File: src/rtl/fpu_pkg.sv
// Shared types for the FP issue controller: opcodes, exception flags and FSM states.
package fpu_pkg;

  typedef enum logic [2:0] {
    OP_NOP = 3'd0,
    OP_ADD = 3'd1,
    OP_SUB = 3'd2,
    OP_MUL = 3'd3,
    OP_DIV = 3'd4,
    OP_RND = 3'd5,
    OP_SLT = 3'd6,
    OP_INV = 3'd7
  } fpu_op_e;

  // Bit 5 down to bit 0, matching the ALU flag bus.
  typedef struct packed {
    logic dz;
    logic qnan;
    logic snan;
    logic inexact;
    logic underflow;
    logic overflow;
  } fpu_flags_t;

  localparam int FLAG_DZ   = 5;
  localparam int FLAG_QNAN = 4;
  localparam int FLAG_SNAN = 3;
  localparam int FLAG_NX   = 2;
  localparam int FLAG_UF   = 1;
  localparam int FLAG_OF   = 0;

  typedef enum logic [1:0] {
    ST_IDLE = 2'd0,
    ST_EXEC = 2'd1,
    ST_RESP = 2'd2
  } fpu_state_e;

endpackage

File: src/rtl/fpu_issue_ctrl_if.sv
// Request/response handshake bundle between the issuing pipeline and fpu_issue_ctrl.
interface fpu_issue_ctrl_if #(
  parameter int TAG_W = 4
) ();
  logic             req_valid;
  logic             req_ready;
  logic [2:0]       req_op;
  logic [31:0]      req_a;
  logic [31:0]      req_b;
  logic [TAG_W-1:0] req_tag;
  logic             rsp_valid;
  logic             rsp_ready;
  logic [31:0]      rsp_result;
  logic [5:0]       rsp_flags;
  logic [TAG_W-1:0] rsp_tag;

  // Requester / response consumer side.
  modport master (
    output req_valid, req_op, req_a, req_b, req_tag, rsp_ready,
    input  req_ready, rsp_valid, rsp_result, rsp_flags, rsp_tag
  );

  // Issue controller side.
  modport slave (
    input  req_valid, req_op, req_a, req_b, req_tag, rsp_ready,
    output req_ready, rsp_valid, rsp_result, rsp_flags, rsp_tag
  );
endinterface

File: src/rtl/fpu_sticky_flags.sv
// Architectural sticky exception flags: OR-accumulate on capture, clear on flag_clr.
// A clear coinciding with a capture leaves exactly the newly captured flags.
module fpu_sticky_flags
  import fpu_pkg::*;
(
  input  logic       clk,
  input  logic       rst_n,
  input  logic       set_en,
  input  fpu_flags_t set_flags,
  input  logic       clr,
  output fpu_flags_t flags
);

  // Clear has priority over the old contents but not over a same-cycle capture.
  always_ff @(posedge clk or negedge rst_n) begin
    if (!rst_n)
      flags <= '0;
    else if (clr)
      flags <= set_en ? set_flags : '0;
    else if (set_en)
      flags <= fpu_flags_t'(flags | set_flags);
  end

endmodule

File: src/rtl/fpu_issue_ctrl.sv
// Sequential issue controller for the combinational FP ALU.
// Registers a request onto the ALU inputs, holds it ALU_LATENCY cycles, captures
// result and flags into a response register held until accepted.
// Optional feature macro: FPU_STICKY_FLAGS_EN (sticky flag register + flag_clr).
module fpu_issue_ctrl
  import fpu_pkg::*;
#(
  parameter int ALU_LATENCY = 2,
  parameter int TAG_W       = 4
) (
  input  logic                clk,
  input  logic                rst_n,
  fpu_issue_ctrl_if.slave     bus,
  output logic [31:0]         alu_in1,
  output logic [31:0]         alu_in2,
  output logic [2:0]          alu_op,
  input  logic [31:0]         alu_result,
  input  logic [5:0]          alu_flags,
  input  logic                flag_clr,
  output logic [5:0]          sticky_flags
);

  localparam logic [3:0] CNT_LOAD = 4'(ALU_LATENCY - 1);

  fpu_state_e       state_q;
  logic [3:0]       cnt_q;
  logic             req_ready_q;
  logic             rsp_valid_q;
  logic [31:0]      rsp_result_q;
  fpu_flags_t       rsp_flags_q;
  logic [TAG_W-1:0] rsp_tag_q;
  logic [31:0]      alu_in1_q;
  logic [31:0]      alu_in2_q;
  logic [2:0]       alu_op_q;

  logic       accept;
  logic       is_nop;
  logic       fire;
  logic       cap_en;
  fpu_flags_t cap_flags;

  // Handshake decode and the capture event feeding the sticky register.
  always_comb begin
    accept    = (state_q == ST_IDLE) && req_ready_q && bus.req_valid;
    is_nop    = (fpu_op_e'(bus.req_op) == OP_NOP);
    fire      = (state_q == ST_EXEC) && (cnt_q == 4'd0);
    cap_en    = fire || (accept && is_nop);
    cap_flags = fire ? fpu_flags_t'(alu_flags) : '0;
  end

  // Control FSM; every output is a register updated here.
  always_ff @(posedge clk or negedge rst_n) begin
    if (!rst_n) begin
      state_q      <= ST_IDLE;
      cnt_q        <= '0;
      req_ready_q  <= 1'b0;
      rsp_valid_q  <= 1'b0;
      rsp_result_q <= '0;
      rsp_flags_q  <= '0;
      rsp_tag_q    <= '0;
      alu_in1_q    <= '0;
      alu_in2_q    <= '0;
      alu_op_q     <= OP_NOP;
    end else begin
      case (state_q)
        ST_IDLE: begin
          // Ready rises one edge after reset release and after each response.
          req_ready_q <= 1'b1;
          if (accept) begin
            req_ready_q <= 1'b0;
            alu_in1_q   <= bus.req_a;
            alu_in2_q   <= bus.req_b;
            rsp_tag_q   <= bus.req_tag;
            if (is_nop) begin
              // ALU bypassed: operand A is the result, no exceptions.
              rsp_result_q <= bus.req_a;
              rsp_flags_q  <= '0;
              rsp_valid_q  <= 1'b1;
              state_q      <= ST_RESP;
            end else begin
              alu_op_q <= bus.req_op;
              cnt_q    <= CNT_LOAD;
              state_q  <= ST_EXEC;
            end
          end
        end
        ST_EXEC: begin
          // Capture in the last held cycle; ALU path is a multicycle path.
          if (cnt_q == 4'd0) begin
            rsp_result_q <= alu_result;
            rsp_flags_q  <= fpu_flags_t'(alu_flags);
            rsp_valid_q  <= 1'b1;
            alu_op_q     <= OP_NOP;
            state_q      <= ST_RESP;
          end else begin
            cnt_q <= cnt_q - 4'd1;
          end
        end
        ST_RESP: begin
          if (bus.rsp_ready) begin
            rsp_valid_q <= 1'b0;
            req_ready_q <= 1'b1;
            state_q     <= ST_IDLE;
          end
        end
        default: begin
          state_q     <= ST_IDLE;
          req_ready_q <= 1'b0;
          rsp_valid_q <= 1'b0;
          alu_op_q    <= OP_NOP;
        end
      endcase
    end
  end

  assign bus.req_ready  = req_ready_q;
  assign bus.rsp_valid  = rsp_valid_q;
  assign bus.rsp_result = rsp_result_q;
  assign bus.rsp_flags  = rsp_flags_q;
  assign bus.rsp_tag    = rsp_tag_q;
  assign alu_in1        = alu_in1_q;
  assign alu_in2        = alu_in2_q;
  assign alu_op         = alu_op_q;

`ifdef FPU_STICKY_FLAGS_EN
  fpu_flags_t sticky_q;

  fpu_sticky_flags u_sticky (
    .clk       (clk),
    .rst_n     (rst_n),
    .set_en    (cap_en),
    .set_flags (cap_flags),
    .clr       (flag_clr),
    .flags     (sticky_q)
  );

  assign sticky_flags = sticky_q;
`else
  // Feature absent: flags read as zero and the clear input has no effect.
  logic unused_sticky;
  assign unused_sticky = ^{flag_clr, cap_en, cap_flags};
  assign sticky_flags  = '0;
`endif

endmodule

File: src/flat_wrapper.sv
// flat-port wrapper written by rule: the top's interface ports become plain ports
module fpu_issue_ctrl_flat import fpu_pkg::*;
#(
  parameter int ALU_LATENCY = 2,
  parameter int TAG_W       = 4
)
  (clk, rst_n, alu_in1, alu_in2, alu_op, alu_result, alu_flags, flag_clr, sticky_flags, bus_req_valid, bus_req_op, bus_req_a, bus_req_b, bus_req_tag, bus_rsp_ready, bus_req_ready, bus_rsp_valid, bus_rsp_result, bus_rsp_flags, bus_rsp_tag);
  fpu_issue_ctrl_if #(.TAG_W(TAG_W)) bus_i ();
  input  logic clk;
  input  logic rst_n;
  output logic [31:0] alu_in1;
  output logic [31:0] alu_in2;
  output logic [2:0] alu_op;
  input  logic [31:0] alu_result;
  input  logic [5:0] alu_flags;
  input  logic flag_clr;
  output logic [5:0] sticky_flags;
  input wire logic [$bits(bus_i.req_valid)-1:0] bus_req_valid;
  input wire logic [$bits(bus_i.req_op)-1:0] bus_req_op;
  input wire logic [$bits(bus_i.req_a)-1:0] bus_req_a;
  input wire logic [$bits(bus_i.req_b)-1:0] bus_req_b;
  input wire logic [$bits(bus_i.req_tag)-1:0] bus_req_tag;
  input wire logic [$bits(bus_i.rsp_ready)-1:0] bus_rsp_ready;
  output wire logic [$bits(bus_i.req_ready)-1:0] bus_req_ready;
  output wire logic [$bits(bus_i.rsp_valid)-1:0] bus_rsp_valid;
  output wire logic [$bits(bus_i.rsp_result)-1:0] bus_rsp_result;
  output wire logic [$bits(bus_i.rsp_flags)-1:0] bus_rsp_flags;
  output wire logic [$bits(bus_i.rsp_tag)-1:0] bus_rsp_tag;
  assign bus_i.req_valid = bus_req_valid;
  assign bus_i.req_op = bus_req_op;
  assign bus_i.req_a = bus_req_a;
  assign bus_i.req_b = bus_req_b;
  assign bus_i.req_tag = bus_req_tag;
  assign bus_i.rsp_ready = bus_rsp_ready;
  assign bus_req_ready = bus_i.req_ready;
  assign bus_rsp_valid = bus_i.rsp_valid;
  assign bus_rsp_result = bus_i.rsp_result;
  assign bus_rsp_flags = bus_i.rsp_flags;
  assign bus_rsp_tag = bus_i.rsp_tag;
  fpu_issue_ctrl #(.ALU_LATENCY(ALU_LATENCY), .TAG_W(TAG_W)) u_core (.clk(clk), .rst_n(rst_n), .bus(bus_i), .alu_in1(alu_in1), .alu_in2(alu_in2), .alu_op(alu_op), .alu_result(alu_result), .alu_flags(alu_flags), .flag_clr(flag_clr), .sticky_flags(sticky_flags));
endmodule
File: config.mk
export PLATFORM = sky130hd
export DESIGN_NAME = fpu_issue_ctrl_flat
export DESIGN_NICKNAME = d
export VERILOG_FILES = /design/src/rtl/fpu_pkg.sv /design/src/rtl/fpu_issue_ctrl_if.sv /design/src/rtl/fpu_sticky_flags.sv /design/src/rtl/fpu_issue_ctrl.sv /design/src/flat_wrapper.sv
export SDC_FILE = /design/constraint.sdc
export NUM_CORES = 1
export LEC_CHECK = 0
export BUFFER_PORTS_ARGS = -buffer_cell sky130_fd_sc_hd__buf_2
export CELL_PAD_IN_SITES_DETAIL_PLACEMENT = 1
export CELL_PAD_IN_SITES_GLOBAL_PLACEMENT = 2
export CORE_UTILIZATION = 25
export CTS_BUF_LIST = sky130_fd_sc_hd__clkbuf_16
export DETAILED_ROUTE_END_ITERATION = 10
export GPL_TIMING_DRIVEN = 0
export MAX_ROUTING_LAYER = met4
export PLACE_DENSITY_LB_ADDON = 0.2
export SYNTH_ARGS = -nofsm -noshare
export SYNTH_HDL_FRONTEND = slang
export SYNTH_SLANG_ARGS = --single-unit
File: constraint.sdc
create_clock -name clk -period 1.51 [get_ports clk]
set_input_delay 0 -clock clk [delete_from_list [all_inputs] [get_ports clk]]
set_output_delay 0 -clock clk [all_outputs]
set_load 0.03 [all_outputs]
Word level (Yosys, flattened, before mapping)
Cells that the tools add are included.
{"block": "classes", "addsub": 1, "n_eq_ne": 8, "muxes": 29, "bitwise": 2, "reduce_logical": 13}
{"operator": "$mux W32", "n": 3}
{"operator": "$pmux W32 S2", "n": 1}
{"operator": "$mux W6", "n": 3}
{"operator": "$reduce_and A4 Y1", "n": 4}
{"operator": "$mux W4", "n": 3}
{"operator": "$pmux W6 S2", "n": 1}
{"operator": "$mux W3", "n": 3}
{"operator": "$pmux W3 S3", "n": 1}
{"operator": "$mux W2", "n": 4}
{"operator": "$ne A2 B2 Y1 const B", "n": 4}
{"operator": "$pmux W4 S2", "n": 1}
{"operator": "$mux W1", "n": 6}
{"operator": "$pmux W1 S3", "n": 2}
{"operator": "$pmux W2 S3", "n": 1}
{"operator": "$logic_not A4 Y1", "n": 1}
{"operator": "$ne A2 B1 Y1 const B", "n": 2}
{"operator": "$reduce_and A2 Y1", "n": 2}
{"operator": "$sub A4 B1 Y4 const B", "n": 1}
{"operator": "$logic_not A3 Y1", "n": 1}
{"operator": "$reduce_and A3 Y1", "n": 1}
{"operator": "$eq A2 B1 Y1 const B", "n": 1}
{"operator": "$eq A2 B2 Y1 const B", "n": 1}
{"operator": "$logic_and A1 B1 Y1", "n": 2}
{"operator": "$logic_not A2 Y1", "n": 1}
{"operator": "2 further kinds", "n": 3}
{"block": "word_totals", "regBits": 117, "in_bits": 114, "out_inout_bits": 117}

Logic depth before layout (Yosys ltp)
{"block": "depth", "depth_word": 5, "depth_mapped": 7, "mapped_depth_nobuf": 6}

Worst setup path after synthesis
Ideal clock, no wire load.
{"block": "synth_timing", "kind": "register to register", "from": "register u_core.cnt_q[0]", "to": "register u_core.rsp_result_q[0], in the netlist u_core.bus.rsp_result[0]", "setup_ns": 0.126, "arrival_ns": 1.532, "required_time_ns": 1.384, "slack_ns": -0.148, "stages_incl_launch_ff": 8, "n_path_buf": 2, "synth_period_minus_slack_ns": 1.658, "path_cell_list": "dfrtp_1 inv_1 ha_1 or3b_4 o2bb2ai_4 buf_6 buf_6 a31oi_1"}
{"block": "synth_via", "elab_chain_cells": 3}
{"item": "start, declared", "line_no": "fpu_issue_ctrl.sv:26", "source": "logic [3:0] cnt_q;"}
{"item": "start signal, assigned", "line_no": "fpu_issue_ctrl.sv:96", "source": "cnt_q <= cnt_q - 4'd1;"}
{"item": "$logic_not A4 Y1"}
{"item": "$ne A2 B2 Y1 (no line)"}
{"item": "$reduce_and A4 Y1 (no line)"}
{"item": "end signal, assigned", "line_no": "fpu_issue_ctrl.sv:76", "source": "rsp_result_q <= bus.req_a;"}
{"item": "end signal, assigned", "line_no": "fpu_issue_ctrl.sv:90", "source": "rsp_result_q <= alu_result;"}
{"item": "end, declared", "line_no": "fpu_issue_ctrl.sv:29", "source": "logic [31:0] rsp_result_q;"}
No other way between the ends.
A chain may end at the register's enable or synchronous reset.

Worst setup path in the final report
{"block": "layout_timing", "from": "register u_core.cnt_q[0]", "to": "register u_core.rsp_result_q[19], in the netlist u_core.bus.rsp_result[19]"}
Same word-level chain as after synthesis.

==> load_flow_metrics.sql <==
INSERT INTO impl_metrics (metric_group, metric, value, unit) VALUES
('setup_path', 'timing.rr.start', 'u_core.cnt_q[0]', ''),
('logic_synthesis', 'post_synth_instance_area', '4903', 'um^2'),
('floorplanning', 'ios', '231', ''),
('cts', 'clock_tree.root_cell', 'clkbuf_16', ''),
('sta', 'setup_slack', '-264.3', 'ps'),
('detailed_routing', 'drt-pass1-iter-count', '4', ''),
('cts', 'clk_path_buf_depth', '2', ''),
('pwr', 'post-layout-total-power', '20900', 'uW'),
('placement', 'dpl.cell_count', '896', ''),
('setup_path', 'critical_path_start_type', 'flip-flop', ''),
('global_route', 'globalRouteTotalUtil', '0.1910', ''),
('setup_path', 'timing.critical_path.to_type', 'flip-flop', ''),
('global_route', 'antenna_violations_before_repair', '0', ''),
('finish', 'multi_input_area', '2017', 'um^2'),
('floorplanning', 'die_w', '142.1', 'um'),
('cts', 'num_cts_buffers', '17', ''),
('setup_path', 'required', '1830', 'ps'),
('cts', 'cts.htree.levels', '4', ''),
('finish', 'fillers', '2087', ''),
('finish', 'seq_area', '2930', 'um^2'),
('run', 'max_cap_viol_count', '0', ''),
('setup_path', 'critical_path.cell_chain', 'inv_2 > ha_1 > or3b_4 > o2bb2ai_4 > buf_6 > buf_8 > nor2_1 > a31oi_1', ''),
('detailed_routing', 'routed-via-count', '4645', ''),
('sta', 'slew-limit-headroom', '0.6437', ''),
('sta', 'finalSetupViolCount', '116', ''),
('finish', 'area_growth_syn_to_layout', '82.29', '%'),
('global_route', 'grt_first_pass_wirelength', '28.69', 'mm'),
('sta', 'worstMarginPinSlew', '533.3', 'ps'),
('setup_path', 'worstPathBufferInverterCount', '3', ''),
('detailed_routing', 'remaining_drc_errors', '0', ''),
('sta', 'ratio_of_final_minimum_period_to_clock_period', '1.175', ''),
('detailed_routing', 'detail_route.wirelength', '18.07', 'mm'),
('logic_synthesis', 'post_synth_num_cell_types', '34', ''),
('detailed_routing', 'final_antenna_net_count', '0', ''),
('floorplanning', 'die_area', '20180', 'um^2'),
('floorplanning', 'die_height', '142.1', 'um'),
('global_route', 'pin_count_of_the_biggest_net_entering_global_routing', '69', ''),
('placement', 'hpwl', '11.09', 'mm'),
('detailed_routing', 'detailedRoute.firstIterationViolations', '118', ''),
('outcome', 'violations_in_the_final_reports', 'negative setup slack', ''),
('cts', 'clock_sink_count', '117', ''),
('cts', 'worst_setup_hold_path_clk_slew', '50', 'ps'),
('global_route', 'grt_remaining_overflow', '0', ''),
('placement', 'place_congestion', '0.7667', ''),
('finish', 'finish.cell_count_without_fillers', '1071', ''),
('cts', 'tritoncts', 'done', ''),
('setup_path', 'crit_path_top_delay_cell', 'or3b_4', ''),
('pwr', 'p_per_area', '2338', 'nW/um^2'),
('setup_path', 'worst_setup_sp', 'u_core.cnt_q[0]', ''),
('logic_synthesis', 'syn-instance-count', '407', ''),
('pwr', 'worst_ir_drop_vdd', '0.001130', 'V'),
('floorplanning', 'core_area', '18960', 'um^2'),
('finish', 'n_antenna_cell', '0', ''),
('detailed_routing', 'wire_per_inst', '16.87', 'um'),
('sta', 'final_count_of_pins_violating_max_slew', '0', ''),
('setup_path', 'crit_path_max_incr_delay', '400', 'ps'),
('logic_synthesis', 'ys.warnings.count', '0', ''),
('sta', 'worst_clock_skew', '10.72', 'ps'),
('detailed_routing', 'avgViaCountPerCell', '4.337', ''),
('finish', 'drive_above_1_share', '0.4846', ''),
('worst_hold_path', 'min-delay-path-class', 'input port to async pin', ''),
('logic_synthesis', 'synth-seq-area-share', '0.5971', ''),
('sta', 'final_hold_viol_count', '0', ''),
('pwr', 'p_leak', '0.004324', 'uW'),
('setup_path', 'cp_top_family', 'simple AND/OR/NAND/NOR gates', ''),
('outcome', 'outcome', 'finished with violations', ''),
('setup_path', 'worst-endpoint-arrival', '2090', 'ps'),
('cts', 'insertion_delay', '410', 'ps'),
('finish', 'final_util', '0.4716', ''),
('global_route', 'first_global_vias', '5370', ''),
('finish', 'layout.nets', '915', ''),
('placement', 'portBuffers', '223', ''),
('setup_path', 'worst_path_maximum_fanout', '10', ''),
('sta', 'final.min_clock_period', '1774', 'ps'),
('setup_path', 'critical_path_class', 'flip-flop to flip-flop', ''),
('placement', 'dpl_worst_slack', '-420.1', 'ps'),
('logic_synthesis', 'synth_seq_cells', '117', ''),
('logic_synthesis', 'syn_area_per_cell', '12.05', 'um^2'),
('sta', 'rsz_0062_raised_after_global_routing', 'true', ''),
('floorplanning', 'initial_utilization', '0.2587', ''),
('floorplanning', 'rows', '50', ''),
('sta', 'max_freq', '563.6', 'MHz');
## state kept, by name, summed over array words and instances (netlist names)
name                   cells
u_core.bus.rsp_result     32
u_core.bus.rsp_valid       1
u_core.cnt_q               4
u_core.alu_in2            32
u_core.alu_in1            32
u_core.bus.req_ready       1
u_core.bus.rsp_tag         4
u_core.bus.rsp_flags       6
u_core.alu_op              3
u_core.state_q             2
## report_power, final
part	internal, uW	switching [uW]
logic	4980	6460
clock network	2370	1470
registers	4730	890
## layout by cell type (no fill, tap or decap), types with 3 or more instances in the layout
cell type,netlist,layout
o21ai_0,12,4
nor2_1,34,33
buf_2,4,224
buf_8,0,11
clkinvlp_4,0,3
buf_4,8,19
a22o_1,3,3
o21ai_1,0,7
clkbuf_16,0,19
buf_12,0,14
clkinv_2,0,5
buf_6,13,9
dlygate4sd3_1,0,111
inv_1,9,10
a21oi_4,0,3
conb_1,1,6
nand3_1,8,8
mux2_4,0,68
nand2_1,66,66
a31oi_1,32,31
dfrtp_1,117,115
clkbuf_1,7,5
buf_16,0,3
## kinds of logic (layout without fill, tap and decap cells)
| logic type | Yosys count | in the layout | share of synthesized area |
|---|---|---|---|
| other | 1 | 6 | 0.0007648 |
| flip-flops | 117 | 117 | 0.5971 |
| AO/OA/AOI/OAI | 60 | 60 | 0.08115 |
| AND/OR/NAND/NOR | 118 | 118 | 0.1013 |
| buffers and inverters | 41 | 440 | 0.05843 |
| multiplexers | 68 | 68 | 0.1562 |
| adder cells (fa/ha/maj) | 2 | 2 | 0.005103 |
## synth_stat cells (all sizes together)
library cell / n / share of area
a31oi: 32 / 0.041
conb: 1 / 0.00076
nor2b: 1 / 0.0013
or3b: 1 / 0.0023
nor3b: 1 / 0.0015
a21o: 2 / 0.0031
o31a: 1 / 0.0018
nand2b: 1 / 0.0013
o21bai: 1 / 0.0015
mux2: 68 / 0.16
clkbuf: 7 / 0.0054
nor3: 2 / 0.0031
a211o: 1 / 0.0018
o2bb2ai: 1 / 0.0056
inv: 9 / 0.0069
nand2: 66 / 0.051
nor2: 34 / 0.026
o21ai: 12 / 0.012
buf: 25 / 0.046
and2: 1 / 0.0013
dfrtp: 117 / 0.60
o31ai: 1 / 0.0015
nor4: 1 / 0.0013
a211oi: 1 / 0.0015
nand3: 8 / 0.0082
a22o: 3 / 0.0054
and4bb: 1 / 0.0033
a21oi: 5 / 0.0059
or3: 1 / 0.0013
ha: 2 / 0.0051
## worst register-to-register path, stage by stage, from the launching register on
cell and delay (ps):
dfrtp_1 380, inv_2 60, ha_1 130, or3b_4 400
o2bb2ai_4 230, buf_6 150, buf_8 130, nor2_1 50
a31oi_1 150
## layout make-up
cell class,count,area share
Timing Repair Buffer,372,0.3113
Clock inverter,14,0.01372
Buffer,28,0.03373
Multi-Input combinational cell,254,0.2256
Inverter,9,0.003779
Tap cell,260,0.03639
Clock buffer,17,0.04759
Sequential cell,117,0.3278
## routing by layer
layer	routed length (um)	vias up	global-route usage
met4	268	0	0.05772
met5	0	-	-
li1	-	2174	-
met1	8091	2273	0.2341
met3	1120	20	0.04744
met2	8589	178	0.3096
## path summary, 6_finish.rpt
check                      slack [ps]  cells after the start                         to
max reg2reg                      -260                      8  u_core.bus.rsp_result[19]
max                              -260                      8  u_core.bus.rsp_result[19]
min reg2reg                       490                      1       u_core.bus.rsp_valid
min                               100                      2    u_core.bus.rsp_flags[1]
min in group clk                  130                      4          u_core.state_q[1]
max in group asynchronous         660                      3  u_core.bus.rsp_result[30]
## timing repair
action / 4_1_cts / 5_1_grt
endpoints found under the setup margin: 115 / 117
gates cloned: 8 / 2
pin swaps: 2 / 3
hold buffers: 111 / 0
buffers inserted: 24 / 10
gates resized for setup: 70 / 15
hold endpoints to repair: 172 / 0
## stage by stage
step / hold WS [ps] / instance area [um^2] / setup TNS (ps)
2_1_floorplan: -295.6 / 5124 / -7735
3_3_place_gp: 225.2 / 6565 / -160800
3_5_place_dp: -26.62 / 6599 / -26890
4_1_cts: 67.75 / 8981 / -22430
5_1_grt: 134.6 / 8939 / -27630
6_report: 102.3 / 8939 / -17970
Note: power is estimated with default switching activity, not from simulation.
